===== config.mk =====
export PLATFORM = sky130hd
export DESIGN_NAME = port_array_queue_flat
export DESIGN_NICKNAME = d
export VERILOG_FILES = /design/src/rtl/port_array_queue_pkg.sv /design/src/rtl/port_array_queue_if.sv /design/src/rtl/port_array_queue_chan.sv /design/src/rtl/port_array_queue.sv /design/src/flat_wrapper.sv
export SDC_FILE = /design/constraint.sdc
export NUM_CORES = 1
export LEC_CHECK = 0
export ABC_AREA = 1
export BUFFER_PORTS_ARGS = -buffer_cell sky130_fd_sc_hd__buf_2
export CORE_MARGIN = 5
export CORE_UTILIZATION = 49
export DETAILED_ROUTE_END_ITERATION = 8
export GPL_TIMING_DRIVEN = 0
export HOLD_SLACK_MARGIN = 0.05
export MAX_ROUTING_LAYER = met4
export PLACE_DENSITY_LB_ADDON = 0.2
export SLEW_MARGIN = 20
export SYNTH_ARGS = -nofsm -noshare
export SYNTH_HDL_FRONTEND = slang
export SYNTH_SLANG_ARGS = --single-unit
export TNS_END_PERCENT = 30

===== constraint.sdc =====
create_clock -name clk -period 2.14 [get_ports clk]
set_clock_uncertainty 0.1 [all_clocks]
set_input_delay 0.214 -clock clk [delete_from_list [all_inputs] [get_ports clk]]
set_output_delay 0.214 -clock clk [all_outputs]
set_load 0.02 [all_outputs]

===== src/rtl/port_array_queue_pkg.sv =====
// Shared definitions for the port-array queue: occupancy width, packed-slice
// offsets and the per-cycle handshake outcome encoding.
package port_array_pkg;

   typedef enum logic [1:0] {
      OP_IDLE = 2'b00,
      OP_DEQ  = 2'b01,
      OP_ENQ  = 2'b10,
      OP_BOTH = 2'b11
   } q_op_e;

   function automatic int calc_cw(input int n);
      return $clog2(n) + 1;
   endfunction

   function automatic int slice_off(input int i, input int w);
      return i * w;
   endfunction

endpackage


===== src/rtl/port_array_queue_if.sv =====
// Flattened val/rdy port-array bundle; master is the producer/consumer side,
// slave is the queue.
interface port_array_queue_if
   import port_array_pkg::*;
#(
   parameter int nports   = 2,
   parameter int nbits    = 32,
   parameter int nentries = 2
);
   localparam int cw = calc_cw(nentries);

   logic [nports-1:0]       enq_val;
   logic [nports-1:0]       enq_rdy;
   logic [nports*nbits-1:0] enq_msg;
   logic [nports-1:0]       deq_val;
   logic [nports-1:0]       deq_rdy;
   logic [nports*nbits-1:0] deq_msg;
   logic [nports*cw-1:0]    count;

   modport master (
      output enq_val, enq_msg, deq_rdy,
      input  enq_rdy, deq_val, deq_msg, count
   );

   modport slave (
      input  enq_val, enq_msg, deq_rdy,
      output enq_rdy, deq_val, deq_msg, count
   );

endinterface


===== src/rtl/port_array_queue_chan.sv =====
// Single-channel circular-buffer FIFO with val/rdy on both sides; no bypass,
// so a message becomes visible the cycle after it is enqueued.
module port_array_queue_chan
   import port_array_pkg::*;
#(
   parameter int  nbits    = 32,
   parameter int  nentries = 2,
   localparam int cw       = calc_cw(nentries),
   localparam int aw       = $clog2(nentries)
) (
   input  logic             clk,
   input  logic             reset,
   input  logic             enq_val,
   output logic             enq_rdy,
   input  logic [nbits-1:0] enq_msg,
   output logic             deq_val,
   input  logic             deq_rdy,
   output logic [nbits-1:0] deq_msg,
   output logic [cw-1:0]    count
);

   logic [nbits-1:0] mem_r [nentries];
   logic [aw-1:0]    enq_ptr_r;
   logic [aw-1:0]    deq_ptr_r;
   logic [cw-1:0]    count_r;
   logic             full_s;
   logic             empty_s;
   logic             enq_fire_s;
   logic             deq_fire_s;
   q_op_e            op_s;

   assign full_s     = (count_r == cw'(nentries));
   assign empty_s    = (count_r == {cw{1'b0}});
   assign enq_rdy    = !full_s && !reset;
   assign deq_val    = !empty_s;
   assign enq_fire_s = enq_val && enq_rdy;
   assign deq_fire_s = deq_val && deq_rdy;
   assign op_s       = q_op_e'({enq_fire_s, deq_fire_s});
   assign deq_msg    = mem_r[deq_ptr_r];
   assign count      = count_r;

   // Storage, pointers and occupancy; reset clears everything so the head reads 0.
   always_ff @(posedge clk or posedge reset) begin
      if (reset) begin
         for (int k = 0; k < nentries; k++) begin
            mem_r[k] <= {nbits{1'b0}};
         end
         enq_ptr_r <= {aw{1'b0}};
         deq_ptr_r <= {aw{1'b0}};
         count_r   <= {cw{1'b0}};
      end else begin
         if (enq_fire_s) begin
            mem_r[enq_ptr_r] <= enq_msg;
            enq_ptr_r        <= enq_ptr_r + aw'(1);
         end
         if (deq_fire_s) begin
            deq_ptr_r <= deq_ptr_r + aw'(1);
         end
         case (op_s)
            OP_ENQ:  count_r <= count_r + cw'(1);
            OP_DEQ:  count_r <= count_r - cw'(1);
            default: count_r <= count_r;
         endcase
      end
   end

endmodule


===== src/rtl/port_array_queue.sv =====
// Array of independent per-channel FIFOs between flattened val/rdy port arrays;
// channel i occupies slice i of every packed bus.
module port_array_queue
   import port_array_pkg::*;
#(
   parameter int  nports   = 2,
   parameter int  nbits    = 32,
   parameter int  nentries = 2,
   localparam int cw       = calc_cw(nentries)
) (
   input logic               clk,
   input logic               reset,
   port_array_queue_if.slave q
);

   for (genvar i = 0; i < nports; i++) begin : g_chan
      port_array_queue_chan #(
         .nbits    (nbits),
         .nentries (nentries)
      ) u_chan (
         .clk     (clk),
         .reset   (reset),
         .enq_val (q.enq_val[i]),
         .enq_rdy (q.enq_rdy[i]),
         .enq_msg (q.enq_msg[slice_off(i, nbits) +: nbits]),
         .deq_val (q.deq_val[i]),
         .deq_rdy (q.deq_rdy[i]),
         .deq_msg (q.deq_msg[slice_off(i, nbits) +: nbits]),
         .count   (q.count[slice_off(i, cw) +: cw])
      );
   end

endmodule


===== src/flat_wrapper.sv =====
// flat-port wrapper written by rule: the top's interface ports become plain ports
module port_array_queue_flat import port_array_pkg::*;
#(
   parameter int  nports   = 2,
   parameter int  nbits    = 32,
   parameter int  nentries = 2,
   localparam int cw       = calc_cw(nentries)
)
  (clk, reset, q_enq_val, q_enq_msg, q_deq_rdy, q_enq_rdy, q_deq_val, q_deq_msg, q_count);
  port_array_queue_if #(.nports(nports), .nbits(nbits), .nentries(nentries)) q_i ();
  input logic clk;
  input logic reset;
  input wire logic [$bits(q_i.enq_val)-1:0] q_enq_val;
  input wire logic [$bits(q_i.enq_msg)-1:0] q_enq_msg;
  input wire logic [$bits(q_i.deq_rdy)-1:0] q_deq_rdy;
  output wire logic [$bits(q_i.enq_rdy)-1:0] q_enq_rdy;
  output wire logic [$bits(q_i.deq_val)-1:0] q_deq_val;
  output wire logic [$bits(q_i.deq_msg)-1:0] q_deq_msg;
  output wire logic [$bits(q_i.count)-1:0] q_count;
  assign q_i.enq_val = q_enq_val;
  assign q_i.enq_msg = q_enq_msg;
  assign q_i.deq_rdy = q_deq_rdy;
  assign q_enq_rdy = q_i.enq_rdy;
  assign q_deq_val = q_i.deq_val;
  assign q_deq_msg = q_i.deq_msg;
  assign q_count = q_i.count;
  port_array_queue #(.nports(nports), .nbits(nbits), .nentries(nentries)) u_core (.clk(clk), .reset(reset), .q(q_i));
endmodule

==> key figures <==
Drt
  – Via/cell ratio: 5.266
  – Post-route ant nets: 0
  – Vias post-DR: 6567
  – DRT Pass-1 Iters: 5
  – DRC: 0
  – WL/cell: 15.56 um
  – Final WL: 19400 um
  – Initial drt markers: 624

Clocking
  – H-Tree Depth: 4
  – Clock Sinks: 136
  – CTS tree: built
  – CTS buffer count: 17
  – Post CTS Setup Buffer Count: 0
  – Clk buf depth: 2
  – Root Buffer: clkbuf_16
  – Cts hold-fix bufs: 66
  – Worst skew pair latency: 0.42 ns
  – Worst-path clk slew: 0.06 ns

Floorplanning
  – Initial Util: 49.65%
  – Io pins: 142
  – Die Ht: 125.6 um
  – Die Area: 15780 um^2
  – Core Footprint: 13190 um^2
  – Die Width: 125.6 um
  – Row count: 42

Worst setup path
  – Worst Path Arrival: 1.74 ns
  – Worst setup SP type: register
  – Setup CP Type: register to primary output
  – CP Capture Type: primary output
  – Critical Path RT: 1.83 ns
  – Critical path peak fanout: 10

Power and ir drop
  – Power Density: 1575 nW/um^2
  – Power Total: 13.86 mW
  – Max VDD drop: 0.0007639 V
  – Leakage: 4.900 nW

Final layout
  – Share of cells above drive strength 1: 22.52%
  – Non-filler instance count after layout: 1247
  – Area growth from synthesis to layout: 34.43%
  – Final nets: 1130
  – Fill cell count: 1125

Synth
  – Mux contribution to synthesized area: 0%
  – Post-synthesis register bit count: 136
  – Complex-gate fraction of the synthesized area: 0.2675%
  – Simple-gate area share of the yosys netlist: 39.55%
  – Syn nets: 903
  – Post-Syn Instances: 831
  – Syn Area/Cell: 7.881 um^2
  – YS warnings: 0
  – Sequential share of the synthesized area: 51.97%
  – Post-synth cell types: 17
  – Adder-cell share of the synthesized area: 0.3821%
  – Mapped cell area: 6549 um^2
  – XOR/XNOR share of the synthesized area: 0.8024%
  – Largest family of logic cells by synthesized area: simple AND/OR/NAND/NOR gates

Placed design
  – DP HPWL: 12680 um
  – Gpl congestion: 0.8539
  – IO buf count: 141
  – Placed cell count: 1149

STA
  – Final setup TNS: 0 ns
  – Worst-Margin Slew: 0.5690 ns
  – Final period util: 95.93%
  – Final Hold Fails: 62
  – Slew Viols, Final: 0
  – Max_slew headroom: 62.07%
  – Hold Slack: -0.2523 ns
  – Maximum clock frequency: 487.1 MHz
  – Final min period: 2.053 ns
  – Endpoints failing setup: 0

Global route
  – GRT Overall Usage: 25.99%
  – Vias in the first global route: 6441
  – First-pass GRT wire length: 32330 um
  – Grt total ovfl: 0
  – Largest net degree at the start of global routing: 77
  – Antenna violations before repair: 0

Run status
  – Status: finished with violations
  – Failing checks: negative hold slack

Min path
  – Hold crit path type: input pin to async pin

Run
  – Max Cap Viol: 0
## synthesized netlist by cell type
cell | number | area [um^2]
a21oi_2 | 2 | 17.52
buf_1 | 1 | 3.750
buf_2 | 35 | 175.2
buf_4 | 4 | 30.03
buf_6 | 10 | 112.6
clkbuf_1 | 22 | 82.58
clkinv_1 | 2 | 7.510
dfrtp_1 | 136 | 3403
ha_1 | 2 | 25.02
inv_1 | 8 | 30.03
inv_2 | 5 | 18.77
nand2_1 | 464 | 1742
nand3_1 | 2 | 10.01
nand4_1 | 130 | 813.3
nand4_2 | 2 | 25.02
xnor2_1 | 2 | 17.52
xor2_1 | 4 | 35.03
## registers in the layout, summed over array words and instances (netlist names)
register	cells
u_core.g_chan.u_chan.count	4
u_core.g_chan.u_chan.enq_ptr_r	2
u_core.g_chan.u_chan.deq_ptr_r	2
u_core.g_chan.u_chan.mem_r	128
## power by group
part / switching [mW] / total, mW / internal, mW
clock: 1.13 / 3.09 / 1.96
sequential: 0.634 / 4.41 / 3.77
combinational: 4.26 / 6.37 / 2.11
total: 6.02 / 13.9 / 7.85
## per-stage QoR
stage	util, %	setup WS (ns)	instance area (um^2)
after floorplan	-	0.06274	6551
after CTS	66.68	0.03669	8795
final	66.74	0.08701	8803
after global routing	66.72	-0.01402	8801
after detailed placement	56.93	0.06974	7510
after global placement	56.69	-0.8053	7477
## final timing paths
kind	slack, ns	start	depth (start not counted)	to
worst max-delay path	0.09	u_core.g_chan[1].u_chan.deq_ptr_r	6	q_deq_msg[62]
worst min-delay path	-0.25	reset	2	u_core.g_chan[1].u_chan.mem_r[28]
worst max register to register	0.25	u_core.g_chan[1].u_chan.count[0]	8	u_core.g_chan[1].u_chan.count[1]
worst min register to register	0.38	u_core.g_chan[0].u_chan.mem_r[10]	2	u_core.g_chan[0].u_chan.mem_r[10]
max in group asynchronous	1.47	reset	3	u_core.g_chan[0].u_chan.mem_r[24]
min in group clk	0.12	q_enq_val[0]	4	u_core.g_chan[0].u_chan.mem_r[61]
## critical path: stages (launching register included)
cell and delay (ns):
dfrtp_1 0.32, buf_2 0.17, clkinv_1 0.22, buf_2 0.27, nand2_1 0.08, nand2_1 0.08
buf_2 0.17
## layout make-up
class / count / area (um^2) / area share, %
Multi-Input combinational cell: 608 / 2685 / 30.50
Buffer: 72 / 416.7 / 4.733
Inverter: 15 / 63.81 / 0.7248
Sequential cell: 136 / 3403 / 38.66
Antenna cell: 1 / 2.502 / 0.02843
Timing Repair Buffer: 208 / 1394 / 15.83
Clock buffer: 18 / 439.2 / 4.989
Clock inverter: 13 / 178.9 / 2.032
Tap cell: 176 / 220.2 / 2.501
## per-layer routing
metal | wire length [um] | part of all wire, % | track usage, %
met5 | 0 | 0 | -
met4 | 388 | 2.0 | 8.865
met3 | 1326 | 6.8 | 5.373
met2 | 9449 | 49 | 41.06
met1 | 8238 | 42 | 33.56
## kinds of logic after synthesis
| family | Yosys count |
|---|---|
| xor gates and xnor gates | 6 |
| AOI/OAI and AO/OA | 2 |
| adders and majority gates | 2 |
| DFF | 136 |
| buffers and inverters | 87 |
| and+or+nand+nor | 598 |
## cell usage in the layout (no fill, tap or decap)
cell type,instances
xnor2_1,2
xor2_1,4
clkbuf_1,12
clkinv_2,4
clkinv_4,1
clkbuf_16,17
inv_1,8
inv_2,4
dlygate4sd3_1,66
inv_8,1
buf_4,4
clkinv_1,2
buf_6,10
nand2_1,464
diode_2,1
nand3_1,2
buf_16,1
clkbuf_2,8
bufinv_16,4
nand4_1,130
buf_1,1
ha_1,2
nand4_2,2
a21oi_2,2
clkinvlp_4,4
buf_2,178
clkbuf_8,1
dfrtp_1,136
## timing repair
action,4_1_cts,5_1_grt
gates resized for setup,5,12
setup endpoints to repair,50,32
hold endpoints to repair,192,62
Note: power is estimated with default switching activity, not from simulation.
